### config.mk
export PLATFORM = sky130hd
export DESIGN_NAME = muldiv_unit
export DESIGN_NICKNAME = d
export VERILOG_FILES = /design/src/rtl/muldiv_pkg.sv /design/src/rtl/muldiv_unit.sv
export SDC_FILE = /design/constraint.sdc
export NUM_CORES = 1
export LEC_CHECK = 0
export ABC_AREA = 1
export ABC_CLOCK_PERIOD_IN_PS = 4700
export CELL_PAD_IN_SITES_DETAIL_PLACEMENT = 0
export CELL_PAD_IN_SITES_GLOBAL_PLACEMENT = 1
export CORE_AREA = 2 2 200 300
export CTS_CLUSTER_DIAMETER = 80
export DETAILED_ROUTE_END_ITERATION = 8
export DIE_AREA = 0 0 202 302
export PLACE_DENSITY = 0.7
export SYNTH_ARGS = -nofsm -noshare
export SYNTH_HDL_FRONTEND = slang
export SYNTH_SLANG_ARGS = --single-unit
export TNS_END_PERCENT = 20
### constraint.sdc
create_clock -name clk -period 4.7 [get_ports clk]
set_input_delay 0.47 -clock clk [delete_from_list [all_inputs] [get_ports clk]]
set_output_delay 0.47 -clock clk [all_outputs]
set_load 0.01 [all_outputs]
### src/rtl/muldiv_pkg.sv
// Shared types and constants for the iterative RV32M multiply/divide unit.
package muldiv_pkg;

   localparam int          XLEN          = 32;
   localparam logic [31:0] DIV_BY_ZERO_Q = 32'hFFFF_FFFF;
   localparam logic [31:0] INT_MIN       = 32'h8000_0000;

   typedef enum logic [2:0] {
      OP_MUL    = 3'b000,
      OP_MULH   = 3'b001,
      OP_MULHSU = 3'b010,
      OP_MULHU  = 3'b011,
      OP_DIV    = 3'b100,
      OP_DIVU   = 3'b101,
      OP_REM    = 3'b110,
      OP_REMU   = 3'b111
   } op_e;

   typedef enum logic [1:0] {
      IDLE  = 2'd0,
      CALC  = 2'd1,
      FINAL = 2'd2,
      DONE  = 2'd3
   } state_e;

   function automatic logic op_signed_a(input op_e op);
      return (op == OP_MULH) || (op == OP_MULHSU) || (op == OP_DIV) || (op == OP_REM);
   endfunction

   function automatic logic op_signed_b(input op_e op);
      return (op == OP_MULH) || (op == OP_DIV) || (op == OP_REM);
   endfunction

   function automatic logic [31:0] cond_neg32(input logic neg, input logic [31:0] x);
      return neg ? (~x + 32'd1) : x;
   endfunction

   function automatic logic [63:0] cond_neg64(input logic neg, input logic [63:0] x);
      return neg ? (~x + 64'd1) : x;
   endfunction

endpackage

### src/rtl/muldiv_unit.sv
// Iterative RV32M multiply/divide unit: 32 shift-add / restoring-divide steps
// on operand magnitudes, then one sign/special-case fix-up cycle.
module muldiv_unit #(
   parameter int XLEN  = 32,
   parameter int CNT_W = 5
) (
   input  logic            clk,
   input  logic            reset_n,
   input  logic            start,
   input  logic [2:0]      funct3,
   input  logic [XLEN-1:0] rs1_val,
   input  logic [XLEN-1:0] rs2_val,
   output logic            busy,
   output logic            done,
   output logic [XLEN-1:0] result
);
   import muldiv_pkg::*;

   state_e              state_q, state_d;
   op_e                 op_q, op_d;
   logic [CNT_W-1:0]    cnt_q, cnt_d;
   logic [2*XLEN-1:0]   acc_q, acc_d;
   logic [XLEN-1:0]     opd_q, opd_d;
   logic [XLEN-1:0]     a_q, a_d;
   logic                neg_a_q, neg_a_d;
   logic                neg_b_q, neg_b_d;
   logic                b_zero_q, b_zero_d;
   logic                ovf_q, ovf_d;
   logic [XLEN-1:0]     result_q, result_d;
   logic                busy_q, busy_d;
   logic                done_q, done_d;

   op_e                 in_op;
   logic                in_neg_a, in_neg_b, in_is_mul;
   logic [XLEN-1:0]     mag_a, mag_b;
   logic                is_mul;
   logic [XLEN:0]       mul_sum;
   logic [2*XLEN-1:0]   mul_next, div_next;
   logic [XLEN:0]       div_part;
   logic [XLEN-1:0]     div_rem;
   logic [2*XLEN-1:0]   prod_s;
   logic [XLEN-1:0]     quot_s, rem_s, final_val;

   // State register
   always_ff @(posedge clk or negedge reset_n) begin
      if (!reset_n) begin
         state_q <= IDLE;
      end else begin
         state_q <= state_d;
      end
   end

   // Next-state logic
   always_comb begin
      state_d = state_q;
      unique case (state_q)
         IDLE:    if (start) state_d = CALC;
         CALC:    if (cnt_q == CNT_W'(XLEN-1)) state_d = FINAL;
         FINAL:   state_d = DONE;
         DONE:    state_d = start ? CALC : IDLE;
         default: state_d = IDLE;
      endcase
   end

   // Outputs decoded from the upcoming state so they are registered.
   always_comb begin
      busy_d = (state_d == CALC) || (state_d == FINAL);
      done_d = (state_d == DONE);
   end

   always_comb begin
      in_op     = op_e'(funct3);
      in_neg_a  = op_signed_a(in_op) && rs1_val[XLEN-1];
      in_neg_b  = op_signed_b(in_op) && rs2_val[XLEN-1];
      in_is_mul = ~funct3[2];
      mag_a     = cond_neg32(in_neg_a, rs1_val);
      mag_b     = cond_neg32(in_neg_b, rs2_val);
   end

   // One iteration step. Multiply shifts right with the multiplier in the low
   // half; divide shifts left with the dividend in the low half.
   always_comb begin
      is_mul   = ~op_q[2];
      mul_sum  = {1'b0, acc_q[2*XLEN-1:XLEN]} + {1'b0, (acc_q[0] ? opd_q : '0)};
      mul_next = {mul_sum, acc_q[XLEN-1:1]};
      div_part = acc_q[2*XLEN-1:XLEN-1];
      div_rem  = div_part[XLEN-1:0] - opd_q;
      div_next = (div_part >= {1'b0, opd_q}) ? {div_rem, acc_q[XLEN-2:0], 1'b1}
                                             : {acc_q[2*XLEN-2:0], 1'b0};
   end

   always_comb begin
      prod_s = cond_neg64(neg_a_q ^ neg_b_q, acc_q);
      quot_s = cond_neg32(neg_a_q ^ neg_b_q, acc_q[XLEN-1:0]);
      rem_s  = cond_neg32(neg_a_q, acc_q[2*XLEN-1:XLEN]);
      unique case (op_q)
         OP_MUL:    final_val = prod_s[XLEN-1:0];
         OP_MULH,
         OP_MULHSU,
         OP_MULHU:  final_val = prod_s[2*XLEN-1:XLEN];
         OP_DIV:    final_val = b_zero_q ? DIV_BY_ZERO_Q : (ovf_q ? INT_MIN : quot_s);
         OP_DIVU:   final_val = b_zero_q ? DIV_BY_ZERO_Q : acc_q[XLEN-1:0];
         OP_REM:    final_val = b_zero_q ? a_q : (ovf_q ? '0 : rem_s);
         OP_REMU:   final_val = b_zero_q ? a_q : acc_q[2*XLEN-1:XLEN];
         default:   final_val = '0;
      endcase
   end

   always_comb begin
      op_d     = op_q;
      cnt_d    = cnt_q;
      acc_d    = acc_q;
      opd_d    = opd_q;
      a_d      = a_q;
      neg_a_d  = neg_a_q;
      neg_b_d  = neg_b_q;
      b_zero_d = b_zero_q;
      ovf_d    = ovf_q;
      result_d = result_q;
      unique case (state_q)
         IDLE, DONE: begin
            if (start) begin
               op_d     = in_op;
               cnt_d    = '0;
               acc_d    = {{XLEN{1'b0}}, (in_is_mul ? mag_b : mag_a)};
               opd_d    = in_is_mul ? mag_a : mag_b;
               a_d      = rs1_val;
               neg_a_d  = in_neg_a;
               neg_b_d  = in_neg_b;
               b_zero_d = (rs2_val == '0);
               ovf_d    = (rs1_val == INT_MIN) && (rs2_val == '1);
            end
         end
         CALC: begin
            acc_d = is_mul ? mul_next : div_next;
            cnt_d = cnt_q + 1'b1;
         end
         FINAL:   result_d = final_val;
         default: ;
      endcase
   end

   always_ff @(posedge clk or negedge reset_n) begin
      if (!reset_n) begin
         op_q     <= OP_MUL;
         cnt_q    <= '0;
         acc_q    <= '0;
         opd_q    <= '0;
         a_q      <= '0;
         neg_a_q  <= 1'b0;
         neg_b_q  <= 1'b0;
         b_zero_q <= 1'b0;
         ovf_q    <= 1'b0;
         result_q <= '0;
         busy_q   <= 1'b0;
         done_q   <= 1'b0;
      end else begin
         op_q     <= op_d;
         cnt_q    <= cnt_d;
         acc_q    <= acc_d;
         opd_q    <= opd_d;
         a_q      <= a_d;
         neg_a_q  <= neg_a_d;
         neg_b_q  <= neg_b_d;
         b_zero_q <= b_zero_d;
         ovf_q    <= ovf_d;
         result_q <= result_d;
         busy_q   <= busy_d;
         done_q   <= done_d;
      end
   end

   assign busy   = busy_q;
   assign done   = done_q;
   assign result = result_q;

endmodule

==> results.ini, run 1 <==
[synth]
synth_area_sq_um=20200
yosysSeqAreaShare_pct=21.8
synth_largest_area_cell=dfrtp_1
synth-edff-count=0
synth_ff_type=dfrtp_1
synthTopCellsByArea=dfrtp_1, nand2_1, nand3_1
yosysWarningCount=0
syn_inst=3557
syn_area_per_cell_sq_um=5.69
syn-num-nets=3705
synth_top_area_share_pct=21.8
synth_seq_cells=176
yosysUniqueCellTypes=55
async_flop_share_pct=100

[sta]
min_period_ns=3.52
fmax_mhz=284
slew_headroom_pct=9.49
min_period_over_period_pct=74.8
hold_viol_final=0
holdWs_ns=0.0460
rsz0062_at_grt=no
fin_setup_tns_ns=0
skew_ns=0.0244
setup_viol=0
slew_viol_final=0
worst_pin_slew_ns=1.36

[critical_path]
r2r_start=acc_q[0]$_DFFE_PN0P_
arrival_ns=3.90
r2r-end=acc_q[55]$_DFFE_PN0P_
r2r_cells=12
reg2reg_setup_slack_ns=1.18
worstSetupPathType=reg2reg
startpoint_type=register
crit_fanout=36
cp.required_ns=5.09
end_kind=register

[route]
vias=24439
drc_errors=0
viasPerCell=5.58
drt_iter0_drc=2311
wl_microns=110000
drtPass1Iterations=6
drtAntennaViolNets=0
avgRoutedWirePerCell_microns=25.0

[power_and_ir_drop]
p_per_area_nw_per_um2=725
p_leak_nw=11.5
ir_drop_uv=354

[clocking]
cts_root_buffer=clkbuf_16
clk_path_buf_depth=2
clk_pin_slew_ns=0.09
clock_latency_ns=0.50
post_cts_resized=0
htreeDepth=4
tritoncts=built
cts_inserted_buffers=17
clock_sinks=176
postCtsSetupRepairBufs=0
ctsHoldBuffers=0

[floorplanning]
fp-row-count=109
coreArea_sq_um=58500
die-width_microns=202
die_y_microns=302
dieArea_sq_um=61000
start_util_pct=34.6
ioPinCount=104

[place]
place.gp.congestion=1.03
hpwlAfterDp_microns=87400
portBuffers=103

[global_route]
antenna_found_initial=1
grt_overflow=0
grt_pass1_vias=23179
grt_pass1_wl_microns=156000
grt_max_degree=90
grtUsageTotal_pct=35.3

[status]
status=completed

[min_path]
min_path_type=in2async

[cells_and_area]
n_antenna_cell=0
drive_gt1_share_pct=4.31
syn_to_final_growth_pct=12.0
nNetsFinal=3735

[run]
max_cap_viol_count=0

[worst max path at each step]
stage	from	end
global placement	acc_q[0]$_DFFE_PN0P_	acc_q[59]$_DFFE_PN0P_
finish	acc_q[0]$_DFFE_PN0P_	acc_q[55]$_DFFE_PN0P_
detailed placement	acc_q[0]$_DFFE_PN0P_	acc_q[58]$_DFFE_PN0P_
global route	acc_q[0]$_DFFE_PN0P_	acc_q[59]$_DFFE_PN0P_
CTS	acc_q[0]$_DFFE_PN0P_	acc_q[58]$_DFFE_PN0P_
floorplan	acc_q[0]$_DFFE_PN0P_	acc_q[59]$_DFFE_PN0P_
[layer usage]
layer	share of wire [%]	GRT usage, %	up-vias
li1	-	-	11573
met4	10	31.8	2
met1	36	38.9	11387
met3	5.8	5.00	383
met5	0.010	0	-
met2	47	59.3	1094
[cell usage after synthesis, types with 6 or more instances]
| cell | instances |
|---|---|
| o21ai_0 | 236 |
| o21ai_2 | 6 |
| nor2_2 | 15 |
| ha_1 | 76 |
| inv_1 | 410 |
| a31oi_1 | 9 |
| o211ai_1 | 32 |
| nand2_1 | 1161 |
| clkbuf_1 | 86 |
| nand2_2 | 7 |
| o221ai_1 | 11 |
| xnor2_1 | 11 |
| nand4_1 | 55 |
| buf_2 | 26 |
| a22oi_1 | 12 |
| buf_1 | 16 |
| o21ai_1 | 30 |
| nand3_1 | 332 |
| nor4_1 | 8 |
| nand3b_1 | 15 |
| nor3_1 | 48 |
| a21oi_1 | 192 |
| inv_2 | 21 |
| nor2_4 | 6 |
| a21boi_0 | 6 |
| a211oi_1 | 24 |
| buf_6 | 7 |
| or2_2 | 8 |
| o21bai_1 | 10 |
| nor2_1 | 409 |
| dfrtp_1 | 176 |
| xor2_1 | 58 |
[worst max-delay path: stages, from the launching register on]
cell and delay, ns:
dfrtp_1 1.25, nand2_1 0.45, inv_1 0.19, ha_1 0.31, a21oi_1 0.23, o21ai_0 0.20
a21oi_1 0.29, nand3_1 0.12, nand2_1 0.07, nand3_1 0.06, nand2_1 0.08, nand3b_1 0.11
nand2_1 0.06
[registers in the layout (all words and copies together) (netlist names)]
| register | flops |
|---|---|
| ovf_q | 1 |
| a_q | 32 |
| state_q | 2 |
| cnt_q | 5 |
| acc_q | 64 |
| b_zero_q | 1 |
| result | 32 |
| done | 1 |
| busy | 1 |
| op_q | 3 |
| neg_b_q | 1 |
| neg_a_q | 1 |
| opd_q | 32 |
[placed cells by master, fill, tap and decap left out, types with 5 or more instances in the layout]
cell type | Yosys | layout
xnor2_1 | 11 | 11
o21ai_1 | 30 | 30
a22oi_1 | 12 | 12
xor2_1 | 58 | 58
o21bai_1 | 10 | 10
or2_2 | 8 | 8
ha_1 | 76 | 76
a31oi_1 | 9 | 9
buf_4 | 2 | 42
nand2_2 | 7 | 8
nor2_2 | 15 | 15
a211oi_1 | 24 | 24
o21ai_2 | 6 | 6
a21boi_0 | 6 | 6
clkbuf_16 | 0 | 17
inv_2 | 21 | 20
clkdlybuf4s50_1 | 0 | 102
nand3_1 | 332 | 332
nor2_1 | 409 | 408
nand4_1 | 55 | 55
clkinv_8 | 0 | 5
nor2_4 | 6 | 7
nand3b_1 | 15 | 15
nand2_1 | 1161 | 1160
o21ai_0 | 236 | 236
o221ai_1 | 11 | 11
nor4_1 | 8 | 8
nor3_1 | 48 | 48
o211ai_1 | 32 | 32
o21a_1 | 5 | 5
dfrtp_1 | 176 | 175
a21oi_1 | 192 | 192
inv_1 | 410 | 410
[through the flow]
step                power (mW)  util [%]  std cells  setup WS, ns  cell area [sq um]
floorplan                 10.2         -       3557          2.19              20200
global placement          14.6      37.6       4345          1.24              22000
detailed placement        14.6      37.6       4345          1.27              22000
CTS                       16.2      38.7       4377          1.28              22600
global route              17.6      38.7       4377         0.918              22600
finish                    16.4      38.7       4377          1.18              22600
[where the power goes]
group / internal (mW) / switching, mW
logic: 3.43 / 8.09
clock network: 0.781 / 0.814
registers: 2.18 / 1.13
[logic make-up after synthesis]
logic type / count (synthesis) / synth area share [%]
AOI/OAI and AO/OA: 586 / 16.2
xor gates and xnor gates: 69 / 2.99
adders and majority gates: 78 / 4.90
buffers and inverters: 572 / 11.1
DFF: 176 / 21.8
muxes: 1 / 0.0495
and+or+nand+nor: 2075 / 43.0
[area by class of cell]
| class | count | area, sq um |
|---|---|---|
| clock buffer | 17 | 425 |
| fill | 6720 | 35900 |
| tap | 777 | 972 |
| sequential | 176 | 4410 |
| clock inverter | 15 | 213 |
| multi-input combinational | 2809 | 13600 |
| inverter | 435 | 1640 |
| timing repair buffer | 148 | 1410 |
(Power assumes the default switching activity.)
==> run 2, diff against run 1 <==
--- a/config.mk
+++ b/config.mk
@@ -6,7 +6,7 @@
 export NUM_CORES = 1
 export LEC_CHECK = 0
 export ABC_AREA = 1
-export ABC_CLOCK_PERIOD_IN_PS = 4700
+export ABC_CLOCK_PERIOD_IN_PS = 3560
 export CELL_PAD_IN_SITES_DETAIL_PLACEMENT = 0
 export CELL_PAD_IN_SITES_GLOBAL_PLACEMENT = 1
 export CORE_AREA = 2 2 200 300
==> constraint.sdc (replaced) <==
create_clock -name clk -period 3.56 [get_ports clk]
set_input_delay 0.356 -clock clk [delete_from_list [all_inputs] [get_ports clk]]
set_output_delay 0.356 -clock clk [all_outputs]
set_load 0.01 [all_outputs]
==> run 2 against run 1 <==
- power up 34%
- sequential power rose by 18%
- worst setup slack worse by 0.87 ns
- global-route usage grew 0.54 points
- wire length rose by 1.4%
- die area is the same
- design area rose by 1.4%
- first-iteration DRC count fell by 0.30%
- via count increased by 0.75%
- hold slack better by 0.35 ns
- critical endpoint is now result[11]$_DFFE_PN0N_
- largest cell class unchanged
- largest power group unchanged
==> results.ini, run 2 (same netlist as run 1, synthesis figures left out) <==
[status]
status=completed

[cells_and_area]
fillers=6654
nNetsFinal=3776
instances_no_fill=4419
largest-register=acc_q
final_common_cell=nand2_1
drive_gt1_share_pct=5.36
syn_to_final_growth_pct=13.6
largest_reg_flops=64
layout_common_cells=nand2_1, inv_1, nor2_1, nand3_1, o21ai_0

[global_route]
top_usage_layer=met2
grtUsageTotal_pct=35.9
grt_max_degree=75
met3_usage_pct=4.66
grt_pass1_wl_microns=159000
grt_pass1_vias=23614
antenna_found_initial=0
use_met1_pct=39.7
grt_overflow=0
met2_usage_pct=60.9

[sta]
hold_viol_final=0
min_period_over_period_pct=91.2
fin_setup_tns_ns=0
rsz0062_at_grt=no
setup_viol=0
worst_pin_slew_ns=1.08
min_period_ns=3.25
slew_headroom_pct=27.6
skew_ns=0.0185
fmax_mhz=308
fin_ws_ns=0.313
slew_viol_final=0

[route]
drtPass1Iterations=6
drtAntennaViolNets=0
drt_iter0_drc=2304
vias=24622
drc_errors=0
avgRoutedWirePerCell_microns=25.1
viasPerCell=5.57
wl_microns=111000

[clocking]
htreeDepth=4
cts_root_buffer=clkbuf_16
clk_pin_slew_ns=0.09
clk_path_buf_depth=2
post_cts_resized=0
clock_latency_ns=0.50
tritoncts=built
clock_sinks=176
cts_inserted_buffers=17

[critical_path]
crit_fanout=4
critPathSlowestCell=nor2_1
cp.required_ns=3.94
arrival_ns=3.63
crit_buf_inv=0
path_cells=nor2_1, nand2_1, nor2_1, nand3_1, nor2_1, nand2_1, nand2_1, nand2_1, nand3_1, nand3_1, nand3_1, nand2_1
startpoint_type=register
slowest_delay_ns=0.66
end_kind=register
worstSetupPathType=reg2reg
crit_top_cell=nand2_1
crit_family=simple AND/OR/NAND/NOR gates

[place]
place_inst=4385
portBuffers=103
hpwlAfterDp_microns=88800
place_ws_ns=0.587
place.gp.congestion=1.05

[power_and_ir_drop]
p_leak_nw=11.7
p_per_area_nw_per_um2=957
ir_drop_uv=503

[run]
max_cap_viol_count=0

[floorplanning]
die_y_microns=302
ioPinCount=104
die-width_microns=202
fp-row-count=109
dieArea_sq_um=61000
start_util_pct=34.6
coreArea_sq_um=58500

[min_path]
min_path_type=in2async

## run 2: layer usage
metal / wire, microns / vias to the layer above
li1: - / 11660
met1: 40500 / 11538
met2: 52900 / 1077
met3: 6510 / 347
met4: 11100 / 0
met5: 0 / -
## run 2: final timing paths
kind,endpoint,slack [ns],from,cells past startpoint
setup / recovery,result[11]$_DFFE_PN0N_,0.31,acc_q[16]$_DFFE_PN0P_,12
hold / removal,acc_q[62]$_DFFE_PN0P_,0.39,reset_n,2
setup reg to reg,result[11]$_DFFE_PN0N_,0.31,acc_q[16]$_DFFE_PN0P_,12
hold reg to reg,result[10]$_DFFE_PN0N_,0.48,result[10]$_DFFE_PN0N_,2
max in group asynchronous,acc_q[7]$_DFFE_PN0P_,2.27,reset_n,3
min in group clk,result[10]$_DFFE_PN0N_,0.48,result[10]$_DFFE_PN0N_,2
## run 2: metrics by stage
stage,hold slack [ns],utilization [%],power [mW],area [sq um]
after floorplan,0.0604,-,13.4,20200
after global placement,0.386,38.2,19.5,22300
after detailed placement,0.381,38.2,19.5,22300
after CTS,0.421,39.2,21.6,23000
after global routing,0.433,39.2,23.5,23000
final,0.393,39.2,22.0,23000
## run 2: cell type report
cell class | count | area, sq um | share of cell area, %
clock inverters | 15 | 200 | 0.872
flip-flops and latches | 176 | 4410 | 19.2
diodes | 1 | 2.50 | 0.0109
multi-input cells | 2809 | 13600 | 59.2
repair buffers | 189 | 1730 | 7.55
well taps | 777 | 972 | 4.23
inverters | 435 | 1640 | 7.14
clock buffers | 17 | 425 | 1.85
## run 2: repair_timing
item,in CTS,in global routing
buffers inserted,0,0
hold buffers,1,0
hold endpoints to repair,46,0
## run 2: where the power goes
part	total, mW	internal (mW)	switching (mW)
Clock	2.10	0.972	1.13
Sequential	3.89	2.88	1.01
Combinational	16.0	4.76	11.2
Total	22.0	8.61	13.4
